File: src/rtl/rr_arbiter_8.sv
// rr_arbiter_8 -- 8-requester round-robin arbiter feeding a 3-to-8 decoder.
//
// grant_idx is the decoder select and grant_en is the decoder enable. The
// decoded grant vector is therefore one-hot while a grant is held, and zero
// otherwise. A grant is held until its owner pulses done or drops its request.
// After that, the highest priority moves to the index just past the last owner.
// There is always one idle cycle between two grants, so the decoded vector
// goes to zero between owners.
//
// Optional feature macro: RR_TIMEOUT_EN. When it is defined, a grant that
// lasts MAX_HOLD cycles without being released is released by force, and
// timeout pulses for one cycle afterwards.
//
// Ports:
//   clk        in   1  clock; all state changes on the rising edge
//   rst        in   1  synchronous, active-high reset
//   req        in   8  request lines; req[i] high = requester i wants the resource
//   done       in   1  release pulse from the current owner (ignored when idle)
//   grant_idx  out  3  index of the current owner (decoder select)
//   grant_en   out  1  grant valid (decoder enable)
//   busy       out  1  arbiter is holding a grant
//   timeout    out  1  one-cycle pulse after a forced release (always 0 without RR_TIMEOUT_EN)
//
// Parameters:
//   RESET_PTR  requester index that has the highest priority after reset
//   MAX_HOLD   grant length limit in cycles, legal range 2..255 (used only with RR_TIMEOUT_EN)

module rr_arbiter_8 #(
  parameter logic [2:0] RESET_PTR = 3'd0,
  parameter int         MAX_HOLD  = 16
) (
  input  logic       clk,
  input  logic       rst,
  input  logic [7:0] req,
  input  logic       done,
  output logic [2:0] grant_idx,
  output logic       grant_en,
  output logic       busy,
  output logic       timeout
);

  if (MAX_HOLD < 2 || MAX_HOLD > 255) begin : g_bad_max_hold
    $error("rr_arbiter_8: MAX_HOLD must be in 2..255");
  end

  typedef enum logic {IDLE, GRANT} state_t;

  state_t     state_reg, state_next;
  logic [2:0] ptr_reg, ptr_next;
  logic [2:0] grant_idx_reg, grant_idx_next;
  logic       grant_en_reg, grant_en_next;
  logic       busy_reg, busy_next;
  logic       timeout_reg, timeout_next;

  // The request vector is rotated so that bit 0 is the line at ptr_reg.
  // A plain lowest-set-bit search over the rotated vector then gives the
  // round-robin order. The 3-bit addition wraps index 7 around to 0.
  logic [7:0] req_rot;
  logic [2:0] offset;
  logic [2:0] winner;
  logic       any_req;

  genvar gi;
  generate
    for (gi = 0; gi < 8; gi++) begin : g_rot
      assign req_rot[gi] = req[ptr_reg + 3'(gi)];
    end
  endgenerate

  always_comb begin
    offset = 3'd0;
    for (int k = 7; k >= 0; k--) begin
      if (req_rot[k]) offset = 3'(k);
    end
  end

  assign any_req = |req;
  assign winner  = ptr_reg + offset;

  // A normal release happens when the owner pulses done or drops its own line.
  logic normal_release;
  logic force_release;
  assign normal_release = done | ~req[grant_idx_reg];

`ifdef RR_TIMEOUT_EN
  // hold_reg is 0 in every idle cycle. It therefore starts at 0 on the
  // first grant cycle and equals k-1 during the k-th grant cycle.
  logic [7:0] hold_reg;

  always_ff @(posedge clk) begin
    if (rst || state_reg == IDLE) hold_reg <= 8'd0;
    else                          hold_reg <= hold_reg + 8'd1;
  end

  assign force_release = (hold_reg == 8'(MAX_HOLD - 1));
`else
  assign force_release = 1'b0;
`endif

  always_comb begin
    state_next     = state_reg;
    ptr_next       = ptr_reg;
    grant_idx_next = grant_idx_reg;
    grant_en_next  = grant_en_reg;
    busy_next      = busy_reg;
    timeout_next   = 1'b0;
    case (state_reg)
      IDLE: begin
        if (any_req) begin
          state_next     = GRANT;
          grant_idx_next = winner;
          grant_en_next  = 1'b1;
          busy_next      = 1'b1;
        end
      end
      GRANT: begin
        if (normal_release || force_release) begin
          state_next    = IDLE;
          grant_en_next = 1'b0;
          busy_next     = 1'b0;
          ptr_next      = grant_idx_reg + 3'd1;
          // If a normal release happens on the same edge, it wins and no
          // timeout is reported.
          timeout_next  = force_release & ~normal_release;
        end
      end
      default: state_next = IDLE;
    endcase
  end

  always_ff @(posedge clk) begin
    if (rst) begin
      state_reg     <= IDLE;
      ptr_reg       <= RESET_PTR;
      grant_idx_reg <= 3'd0;
      grant_en_reg  <= 1'b0;
      busy_reg      <= 1'b0;
      timeout_reg   <= 1'b0;
    end else begin
      state_reg     <= state_next;
      ptr_reg       <= ptr_next;
      grant_idx_reg <= grant_idx_next;
      grant_en_reg  <= grant_en_next;
      busy_reg      <= busy_next;
      timeout_reg   <= timeout_next;
    end
  end

  assign grant_idx = grant_idx_reg;
  assign grant_en  = grant_en_reg;
  assign busy      = busy_reg;
  assign timeout   = timeout_reg;

endmodule

File: config.mk
export PLATFORM = sky130hd
export DESIGN_NAME = rr_arbiter_8
export DESIGN_NICKNAME = d
export VERILOG_FILES = /design/src/rtl/rr_arbiter_8.sv
export SDC_FILE = /design/constraint.sdc
export NUM_CORES = 1
export LEC_CHECK = 0
export CORE_UTILIZATION = 48
export CTS_BUF_LIST = sky130_fd_sc_hd__clkbuf_16
export DETAILED_ROUTE_END_ITERATION = 10
export GPL_TIMING_DRIVEN = 0
export PLACE_DENSITY_LB_ADDON = 0.12
export SLEW_MARGIN = 20
export SYNTH_ARGS = -nofsm -noshare
export SYNTH_HDL_FRONTEND = slang
export SYNTH_SLANG_ARGS = --single-unit
File: constraint.sdc
create_clock -name clk -period 3.3 [get_ports clk]
set_input_delay 0.66 -clock clk [delete_from_list [all_inputs] [get_ports clk]]
set_output_delay 0.66 -clock clk [all_outputs]
set_load 0.02 [all_outputs]
==> metrics.txt <==
Clock Sink Count=8; Core ar.=2020 sq um; cell at the slowest stage of the critical path=mux4_2; clock transition at the registers of the reported paths=0.03 ns; sequential share of power=14.6%; Setup TNS=0 ns; Tot Pwr=1050 uW; total gr overflow=0; post-synth design cell area=1070 sq um; IO Count=17; Hold Path End=state_reg$_SDFF_PP0_; initial antenna violation count=0; Worst R2R Start=ptr_reg[0]$_SDFFE_PP0P_; Fmax=0.314 GHz; Leak=0.000592 uW; Starting Density=52.8%; Worst Skew=0.00160 ns; worst slew pin tran=0.616 ns; min-delay worst type=reg2reg; Post-Place Cells=147; DR vias/cell=6.20; Comb pwr share=66.6%; Die Ht=49.2 um; CP cell instances=buf_6 -> buf_4 -> buf_4 -> mux4_2 -> nor2_4 -> o21bai_4 -> a211oi_2 -> nor2_1 -> a21oi_2 -> ha_2 -> inv_1 -> fa_2 -> buf_4 -> o211ai_2 -> a311oi_2 -> a21o_1; Critical Path Fanout Max=5; final wirelength=2860 um; crit-path max cell delay=0.53 ns; CP endpoint kind=flop; R2R depth=16; largest net degree at the start of global routing=11; dpl cell area=1240 sq um; Synth Warn #=0; CTS tree=built; number of CTS-inserted buffers=3; Final min period=3.18 ns; final antenna-violating net count=0; Skew-Pair Late Insertion Delay=0.23 ns; worst slew margin relative to its limit=58.9%; Root Driver=clkbuf_16; Crit path buffers/inverters=5; ant diodes=0; Net Sw Frac=39.4%; gpl congestion=0.824; final setup fails=0; Worst R2R End=grant_idx[2]$_SDFFE_PP0P_; WHS Path Cells=1; power per cell area=722 nW/um^2; max_cap viols=0; Final HPWL DP=1900 um; first-pass GRT wire length=4170 um; Top cell by count, worst path=buf_4; Distinct cells, synth=37; register bit total from synthesis=8; Post-Syn Instances=106; layout cells sized above 1=42.1%; gr usage total=22.9%; via count=992; Arrival @ worst endpoint=3.30 ns; Post-Syn Area per Cell=10.1 sq um; CP top delay family=compound AO/OA/AOI/OAI gates; post-synth net total=122; final hold violations=0; clk buf depth=2; Final Slew Violations=0; Seq/Total Area, Yosys=15.0%; Rows=16; status=complete, no violations; number of H-tree levels=1; wire length per cell=17.9 um; net load switching power=413 uW; Non-Filler Instances=160; final worst path period share=96.4%; critical path class=reg2reg; die area=2420 sq um; R2R Setup Slk=0.12 ns; CP startpoint kind=flop; Die X=49.2 um; drt initial violations=23; hold path startpoint=state_reg$_SDFF_PP0_; vias in the first global route=943; Internal=636 uW; Clock power frac=18.8%; P&R area growth vs syn=35.9%; Worst VDD drop=0.487 mV; port bufs=14; critical path required time=3.42 ns; DR DRC count=0; router iterations before antenna repair=4; Final #Nets=151; final instance area=1450 sq um
## logic make-up (layout without fill, tap and decap cells)
group,after synthesis,count (layout),share of synthesized area [%]
xor+xnor,5,5,4.80
compound gates,20,20,13.2
mux,25,25,39.3
buf+inv,12,39,6.56
other cells,1,1,0.351
fa+ha+maj,5,5,6.56
simple gates,30,30,14.2
flops,8,8,15.0
## worst max path at each step
stage,to,slack [ns],from,depth (start not counted)
finish,grant_idx[2]$_SDFFE_PP0P_,0.12,ptr_reg[0]$_SDFFE_PP0P_,16
global route,grant_idx[2]$_SDFFE_PP0P_,-0.009,ptr_reg[0]$_SDFFE_PP0P_,16
detailed placement,grant_idx[2]$_SDFFE_PP0P_,-0.43,req[7],14
global placement,grant_idx[2]$_SDFFE_PP0P_,-0.35,req[7],14
CTS,grant_idx[2]$_SDFFE_PP0P_,0.02,ptr_reg[1]$_SDFFE_PP0P_,17
floorplan,grant_idx[2]$_SDFFE_PP0P_,0.25,ptr_reg[1]$_SDFFE_PP0P_,17
## per-layer routing
layer | GRT usage, % | wire length [um] | part of all wire (%)
met4 | 9.80 | 72 | 2.5
met3 | 3.74 | 113 | 3.9
met1 | 26.5 | 1120 | 39
met5 | 0 | 0 | 0
met2 | 41.1 | 1560 | 54
## cells in the final DEF, fill, tap and decap left out, types with 3 or more instances in the layout
| master | n |
|---|---|
| buf_4 | 13 |
| clkdlybuf4s50_1 | 6 |
| dfxtp_1 | 6 |
| xor2_1 | 3 |
| clkbuf_2 | 4 |
| nand2_1 | 5 |
| buf_6 | 3 |
| mux2i_1 | 10 |
| o21ai_1 | 3 |
| clkbuf_16 | 3 |
| mux4_2 | 11 |
| nor4_1 | 3 |
| nor2_1 | 13 |
| dlygate4sd2_1 | 3 |
| nor2b_1 | 3 |
## Yosys cell counts
cell type | number | area, sq um
conb_1 | 1 | 3.75
a31oi_1 | 1 | 6.26
mux4_2 | 10 | 225
nand2_1 | 5 | 18.8
dfxtp_1 | 8 | 160
buf_4 | 4 | 30.0
inv_2 | 1 | 3.75
a2bb2oi_1 | 1 | 8.76
xor2_1 | 3 | 26.3
a21oi_1 | 3 | 15.0
o211ai_2 | 1 | 12.5
a21o_1 | 1 | 7.51
or2_2 | 1 | 6.26
buf_6 | 1 | 11.3
a22oi_1 | 1 | 7.51
fa_1 | 1 | 20.0
mux2i_4 | 1 | 22.5
o211ai_1 | 1 | 7.51
xnor2_2 | 1 | 16.3
mux2i_1 | 12 | 120
clkbuf_1 | 1 | 3.75
nor4_1 | 3 | 18.8
o21a_1 | 2 | 15.0
a311oi_1 | 1 | 8.76
buf_2 | 2 | 10.0
o21ai_1 | 3 | 15.0
ha_1 | 4 | 50.1
nand2b_1 | 2 | 12.5
nor2b_1 | 4 | 25.0
mux4_1 | 2 | 52.6
nand3_4 | 1 | 17.5
o31ai_1 | 1 | 7.51
nor2_1 | 14 | 52.6
xnor2_1 | 1 | 8.76
inv_1 | 3 | 11.3
o21bai_1 | 1 | 7.51
a211oi_1 | 3 | 22.5
## cell type report
| cell class | count | area (sq um) |
|---|---|---|
| multi-input combinational | 86 | 902 |
| fill | 142 | 569 |
| timing repair buffer | 24 | 194 |
| sequential | 8 | 163 |
| clock buffer | 3 | 75.1 |
| buffer | 8 | 65.1 |
| tap | 27 | 33.8 |
| inverter | 4 | 20.0 |
## per-stage QoR
stage / utilization [%] / hold WS (ns) / setup slack (ns)
6_report: 71.8 / 0.494 / 0.120
5_1_grt: 71.8 / 0.504 / -0.00866
4_1_cts: 65.2 / 0.487 / 0.0169
3_5_place_dp: 61.4 / 0.478 / -0.428
3_3_place_gp: 61.4 / 0.476 / -0.351
2_1_floorplan: - / 0.460 / 0.249
## power groups by stage
stage	sequential (uW)	clock (uW)	combinational, uW
5_1_grt	157	209	743
3_5_place_dp	153	0	563
2_1_floorplan	163	0	424
6_report	154	197	699
3_3_place_gp	151	0	553
4_1_cts	152	199	581
## what timing repair did
action                                 in CTS  in global routing
pin swaps                                   1                  6
resized for setup                          10                 29
endpoints found under the hold margin       0                  0
setup endpoints to repair                   1                  2
setup buffers                               0                 10
hold buffers                                0                  0
No activity file was read; power rests on OpenSTA's default activity.
